`config.mk`:
```
export PLATFORM = sky130hd
export DESIGN_NAME = event_stimulus_gen
export DESIGN_NICKNAME = d
export VERILOG_FILES = /design/src/rtl/event_pkg.sv /design/src/rtl/event_timer.sv /design/src/rtl/event_stimulus_gen.sv
export SDC_FILE = /design/constraint.sdc
export NUM_CORES = 1
export LEC_CHECK = 0
export CAP_MARGIN = 30
export CORE_ASPECT_RATIO = 0.75
export CORE_MARGIN = 2
export CORE_UTILIZATION = 55
export CTS_CLUSTER_SIZE = 14
export DETAILED_ROUTE_END_ITERATION = 10
export PLACE_DENSITY = 0.87
export SYNTH_ARGS = -nofsm -noshare
export SYNTH_HDL_FRONTEND = slang
export SYNTH_SLANG_ARGS = --single-unit
```
`constraint.sdc`:
```
create_clock -name clk -period 3.46 [get_ports clk]
set_input_delay 0.692 -clock clk [delete_from_list [all_inputs] [get_ports clk]]
set_output_delay 0.692 -clock clk [all_outputs]
set_load 0.005 [all_outputs]
```
`src/rtl/event_pkg.sv`:
```
// rtl/event_pkg.sv - shared types and default widths for the event stimulus generator
//
// Purpose: FSM state encoding and default counter/accounting widths used by
//          event_stimulus_gen and event_timer.
// Ports:   none (package).
package event_pkg;

  localparam int CNT_W_DEFAULT = 8;
  localparam int ACK_W_DEFAULT = 16;

  typedef enum logic [1:0] {
    ST_IDLE  = 2'd0,
    ST_HIGH  = 2'd1,
    ST_LOW   = 2'd2,
    ST_DRAIN = 2'd3
  } state_t;

endpackage

```
`src/rtl/event_timer.sv`:
```
// rtl/event_timer.sv - parameter clamp/latch and per-event HIGH/LOW cycle counter
//
// Purpose: captures period/high_cycles/burst_len when a burst is accepted,
//          clamps them to legal values and counts cycles within each event.
// Ports:   clk, reset        - clock, synchronous active-high reset
//          load              - start accepted this cycle (latch + restart count)
//          run               - FSM is in HIGH or LOW
//          period, high_cycles, burst_len - raw burst configuration
//          high_last         - current cycle is the last HIGH cycle of the event
//          event_last        - current cycle is the last LOW cycle of the event
//          second_cycle      - current cycle is the second cycle of the event
//          burst_len_q       - latched burst length (0 = continuous)
module event_timer
  import event_pkg::*;
#(
  parameter int CNT_W = CNT_W_DEFAULT
) (
  input  logic             clk,
  input  logic             reset,
  input  logic             load,
  input  logic             run,
  input  logic [CNT_W-1:0] period,
  input  logic [CNT_W-1:0] high_cycles,
  input  logic [CNT_W-1:0] burst_len,
  output logic             high_last,
  output logic             event_last,
  output logic             second_cycle,
  output logic [CNT_W-1:0] burst_len_q
);

  localparam logic [CNT_W-1:0] CNT_ONE = CNT_W'(1);
  localparam logic [CNT_W-1:0] CNT_TWO = CNT_W'(2);

  logic [CNT_W-1:0] period_c;
  logic [CNT_W-1:0] high_c;
  logic [CNT_W-1:0] period_q;
  logic [CNT_W-1:0] high_q;
  logic [CNT_W-1:0] cnt;

  // An event needs at least one HIGH and one LOW cycle, so the high time is
  // clamped against the already-clamped period.
  always_comb begin
    period_c = (period < CNT_TWO) ? CNT_TWO : period;
    if (high_cycles == '0) begin
      high_c = CNT_ONE;
    end else if (high_cycles >= period_c) begin
      high_c = period_c - CNT_ONE;
    end else begin
      high_c = high_cycles;
    end
  end

  always_ff @(posedge clk) begin
    if (reset) begin
      period_q    <= '0;
      high_q      <= '0;
      burst_len_q <= '0;
      cnt         <= '0;
    end else if (load) begin
      period_q    <= period_c;
      high_q      <= high_c;
      burst_len_q <= burst_len;
      cnt         <= '0;
    end else if (run) begin
      // cnt is the position within the current event: 0 .. period-1.
      cnt <= event_last ? '0 : cnt + CNT_ONE;
    end
  end

  assign high_last    = (cnt == high_q - CNT_ONE);
  assign event_last   = (cnt == period_q - CNT_ONE);
  assign second_cycle = (cnt == CNT_ONE);

endmodule

```
`src/rtl/event_stimulus_gen.sv`:
```
// rtl/event_stimulus_gen.sv - burst generator driving an event monitor with ack/miss accounting
//
// Purpose: produces bursts of HIGH/LOW events on enable/data_signal, tracks
//          whether the downstream monitor acknowledged each event, and ends a
//          burst on burst length or a pending stop.
// Ports:   clk, reset        - clock, synchronous active-high reset
//          start, stop       - begin a burst (IDLE only) / end after current event
//          period, high_cycles, burst_len - burst configuration, latched on start
//          event_occurred    - monitor feedback, sampled in each event's second cycle
//          enable, data_signal - monitor drive
//          busy, done        - burst running / one-cycle end-of-burst pulse
//          ack_count, miss_count - saturating per-burst event accounting
module event_stimulus_gen
  import event_pkg::*;
#(
  parameter int CNT_W = CNT_W_DEFAULT,
  parameter int ACK_W = ACK_W_DEFAULT
) (
  input  logic             clk,
  input  logic             reset,
  input  logic             start,
  input  logic             stop,
  input  logic [CNT_W-1:0] period,
  input  logic [CNT_W-1:0] high_cycles,
  input  logic [CNT_W-1:0] burst_len,
  input  logic             event_occurred,
  output logic             enable,
  output logic             data_signal,
  output logic             busy,
  output logic             done,
  output logic [ACK_W-1:0] ack_count,
  output logic [ACK_W-1:0] miss_count
);

  localparam logic [CNT_W-1:0] CNT_ONE = CNT_W'(1);
  localparam logic [ACK_W-1:0] ACK_ONE = ACK_W'(1);

  state_t           state;
  state_t           next_state;
  logic             accept;
  logic             run;
  logic             end_burst;
  logic             stop_pend;
  logic [CNT_W-1:0] evt_cnt;
  logic             high_last;
  logic             event_last;
  logic             second_cycle;
  logic [CNT_W-1:0] burst_len_q;

  assign accept = (state == ST_IDLE) && start;
  assign run    = (state == ST_HIGH) || (state == ST_LOW);

  event_timer #(
    .CNT_W(CNT_W)
  ) u_timer (
    .clk          (clk),
    .reset        (reset),
    .load         (accept),
    .run          (run),
    .period       (period),
    .high_cycles  (high_cycles),
    .burst_len    (burst_len),
    .high_last    (high_last),
    .event_last   (event_last),
    .second_cycle (second_cycle),
    .burst_len_q  (burst_len_q)
  );

  always_ff @(posedge clk) begin
    if (reset) begin
      state <= ST_IDLE;
    end else begin
      state <= next_state;
    end
  end

  // A stop raised in the very last LOW cycle still ends the burst after
  // this event, so the live stop is ORed with the pending flag.
  always_comb begin
    next_state = state;
    end_burst  = ((burst_len_q != '0) && (evt_cnt + CNT_ONE == burst_len_q))
                 || stop_pend || stop;
    unique case (state)
      ST_IDLE:  if (start) next_state = ST_HIGH;
      ST_HIGH:  if (high_last) next_state = ST_LOW;
      ST_LOW:   if (event_last) next_state = end_burst ? ST_DRAIN : ST_HIGH;
      ST_DRAIN: next_state = ST_IDLE;
      default:  next_state = ST_IDLE;
    endcase
  end

  // Outputs are decoded from next_state so they are registered yet line up
  // with the state they describe.
  always_ff @(posedge clk) begin
    if (reset) begin
      enable      <= 1'b0;
      data_signal <= 1'b0;
      busy        <= 1'b0;
      done        <= 1'b0;
      stop_pend   <= 1'b0;
      evt_cnt     <= '0;
      ack_count   <= '0;
      miss_count  <= '0;
    end else begin
      enable      <= (next_state == ST_HIGH) || (next_state == ST_LOW);
      data_signal <= (next_state == ST_HIGH);
      busy        <= (next_state == ST_HIGH) || (next_state == ST_LOW);
      done        <= (next_state == ST_DRAIN);
      if (accept) begin
        stop_pend  <= 1'b0;
        evt_cnt    <= '0;
        ack_count  <= '0;
        miss_count <= '0;
      end else begin
        if (state == ST_DRAIN) begin
          stop_pend <= 1'b0;
        end else if (run && stop) begin
          stop_pend <= 1'b1;
        end
        // Free-running when burst_len is 0; wrapping is harmless there.
        if (run && event_last) begin
          evt_cnt <= evt_cnt + CNT_ONE;
        end
        if (run && second_cycle) begin
          if (event_occurred) begin
            if (ack_count != '1) ack_count <= ack_count + ACK_ONE;
          end else begin
            if (miss_count != '1) miss_count <= miss_count + ACK_ONE;
          end
        end
      end
    end
  end

endmodule

```
==> impl_metrics.env <==
export IMPL_status="complete, no violations"
export IMPL_rows=28
export IMPL_synthCells=554
export IMPL_intPower_mw=1.52
export IMPL_dp_cells=715
export IMPL_hpwl_um=8190
export IMPL_p_sw_frac=0.265
export IMPL_yosysTopAreaCell="dfxtp_1"
export IMPL_rsz0062_at_grt="false"
export IMPL_yosysTopAreaCellShare=0.341
export IMPL_period_needed_ns=3.33
export IMPL_die_h_um=83.0
export IMPL_port_buffers=64
export IMPL_grt_max_degree=40
export IMPL_htree_levels=3
export IMPL_gp_congestion=0.932
export IMPL_cts_root_buf="clkbuf_8"
export IMPL_drt_wl_total_um=11200
export IMPL_coreArea_um2=7990
export IMPL_tightest_slew_ns=1.07
export IMPL_io_pins=65
export IMPL_syn_num_nets=605
export IMPL_num_vias=4232
export IMPL_synthTopCellsByArea="dfxtp_1 34%, xnor2_1 6.1%, xor2_1 6.1%, ha_1 6.0%, nand2_1 5.3%"
export IMPL_fmax_mhz=300
export IMPL_cts_tree="done"
export IMPL_cts_resized=0
export IMPL_yosys_warnings=0
export IMPL_antenna_found_initial=0
export IMPL_synth_area_per_cell_um2=8.26
export IMPL_combPwrFrac=0.171
export IMPL_clkPwrFrac=0.363
export IMPL_hold_class="flip-flop to flip-flop"
export IMPL_first_pass_iters=5
export IMPL_drc=0
export IMPL_async_reset_ff_frac=0
export IMPL_p_leak_nw=2.13
export IMPL_fin_nets=672
export IMPL_hold_start="u_timer.period_q[7]"
export IMPL_insertion_delay_ns=0.35
export IMPL_yosysSeqAreaShare=0.341
export IMPL_grt_pass1_vias=3942
export IMPL_first_iter_violations=274
export IMPL_hold_buffers=0
export IMPL_place_ws_ns=-0.291
export IMPL_arrival_ns=3.63
export IMPL_grt_pass1_wl_um=18500
export IMPL_r2r_setup_slack_ns=0.55
export IMPL_total_power_mw=2.06
export IMPL_seqPwrFrac=0.466
export IMPL_track_usage=0.250
export IMPL_diodes=0
export IMPL_p_switching_mw=0.546
export IMPL_start_util=0.573
export IMPL_fillCellCount=635
export IMPL_wl_per_cell_um=15.3
export IMPL_dieArea_um2=9070
export IMPL_synth_edf_count=0
export IMPL_syn_area_um2=4570
export IMPL_max_cap_violations=0
export IMPL_drv_slew=0
export IMPL_die_w_um=109
export IMPL_finalSetupViolCount=0
export IMPL_multi_input_area_um2=2850
export IMPL_hold_violations=0
export IMPL_grt_overflow=0
export IMPL_antenna_left=0
export IMPL_ff_latch_area_um2=1560
export IMPL_viasPerCell=5.79
export IMPL_setup_ws_ns=0.131
export IMPL_crit_start="period[4]"
export IMPL_drive_above_1_share=0.0895
export IMPL_relSlewSlack=0.270
export IMPL_r2r_start="u_timer.high_q[0]"
export IMPL_fin_cells=731
export IMPL_worst_ir_drop_vdd_uv=240
export IMPL_worstSetupPathType="input port to flip-flop"
export IMPL_critPathMaxFanout=6
export IMPL_p_per_area_nw_per_um2=366
export IMPL_clockBufferDepth=2
export IMPL_cp_required_ns=3.76
export IMPL_synth_seq_cells=78
export IMPL_post_cts_buffers=0
export IMPL_syn_to_final_growth_pct=23.1
export IMPL_synthFlopType="dfxtp_1"
export IMPL_ys_types=66
export IMPL_clkTransAtPathRegs_ns=0.08
export IMPL_clkSinkCount=78
export IMPL_cts_buffers=9
export IMPL_fin_crit_sh=0.962
export IMPL_startpoint_type="input port"
export IMPL_fin_worst_skew_ns=0.0111
export IMPL_end_kind="flip-flop"
[cell usage in the layout (no fill, tap or decap), drive strengths merged, types with 3 or more instances in the layout]
| cell | instances |
|---|---|
| a21o | 3 |
| o21ai | 15 |
| a311oi | 3 |
| a21oi | 43 |
| xor2 | 32 |
| nor2 | 56 |
| o31ai | 7 |
| or3 | 15 |
| inv | 25 |
| nor4b | 4 |
| or4 | 5 |
| buf | 16 |
| and3 | 10 |
| nand2 | 64 |
| clkdlybuf4s50 | 64 |
| a2111oi | 3 |
| nor2b | 3 |
| clkbuf | 12 |
| a221oi | 3 |
| nand4 | 13 |
| xnor2 | 32 |
| dfxtp | 78 |
| nand3 | 17 |
| ha | 22 |
| nor4 | 4 |
| and4 | 3 |
| or2 | 4 |
| a31oi | 3 |
| nand2b | 5 |
| nor3 | 26 |
| mux2i | 5 |
[area by class of cell]
type | instances | share of cell area
clock buffer | 12 | 0.0258
clock inverter | 4 | 0.0124
inverter | 25 | 0.0167
multi-input combinational | 427 | 0.506
sequential | 78 | 0.277
tap | 105 | 0.0233
timing repair buffer | 80 | 0.138
[state kept, by name, summed over array words and instances (netlist names), 2 cells and up]
name                 cells
u_timer.cnt              8
evt_cnt                  8
u_timer.burst_len_q      8
u_timer.period_q         8
state                    2
u_timer.high_q           8
ack_count               16
miss_count              16
[worst paths after layout]
check                   endpoint  cells after the start
max            u_timer.high_q[0]                     12
min          u_timer.period_q[7]                      2
max reg2reg                 busy                     11
min reg2reg  u_timer.period_q[7]                      2
[through the flow]
stage	hold slack [ns]	area [um^2]	utilization	setup TNS (ns)
detailed placement	0.467	5370	0.672	-2.08
global route	0.513	5630	0.705	0
floorplan	0.448	4570	-	0
finish	0.476	5630	0.705	0
global placement	0.461	5370	0.672	-1.04
CTS	0.478	5580	0.699	0
[logic make-up after synthesis]
group                    count (synthesis)  share of synthesized area
AND/OR/NAND/NOR                        238                      0.271
AO/OA/AOI/OAI                           98                      0.148
adder cells (fa/ha/maj)                 22                     0.0602
buffers and inverters                   49                     0.0454
XOR/XNOR                                64                      0.123
flip-flops                              78                      0.341
multiplexers                             5                     0.0109
[power by group through the flow]
stage | registers, mW | logic (mW) | clock network [mW]
2_1_floorplan | 0.970 | 0.223 | 0
3_3_place_gp | 0.978 | 0.319 | 0
3_5_place_dp | 0.981 | 0.334 | 0
4_1_cts | 0.959 | 0.337 | 0.763
5_1_grt | 0.964 | 0.386 | 0.807
6_report | 0.961 | 0.353 | 0.748
[metal layers]
layer,track usage,part of all wire,routed length [um]
met5,0,0,0
met4,0.0552,0.011,121
met3,0.0526,0.058,649
met2,0.408,0.47,5290
met1,0.338,0.46,5100
[critical path, cell delays in order]
cell and delay, ns:
clkdlybuf4s50_1 0.43, or4_4 0.57, o41ai_4 0.32, inv_1 0.08, ha_1 0.27, nand2b_1 0.14, a21o_1 0.17, a21o_1 0.20
a21oi_4 0.15, o21a_2 0.21, mux2i_1 0.22, o311a_1 0.17
[synth_stat cells, types with 2 or more instances]
cell	n
o21ai_0	13
or2_2	4
or3_1	14
and4_1	3
o31ai_1	6
and3_1	10
xnor2_1	32
nand3_1	17
nand3b_1	2
nand2b_1	5
nor2b_1	3
nor4b_2	2
clkbuf_1	16
a41oi_1	2
ha_1	22
o21ba_2	2
and2_1	2
a21oi_1	43
or4_1	5
nand4_1	12
a21o_1	3
a2111oi_0	2
o21ai_1	2
nand2_1	64
nor2_1	56
mux2i_1	5
buf_2	4
dfxtp_1	78
nor4_1	3
nor3_1	23
a221oi_1	3
a31oi_1	2
xor2_1	32
inv_1	25
a311oi_1	2
buf_6	2
nor3_2	3
a211oi_1	2
Power figures use the tool's default switching activity.
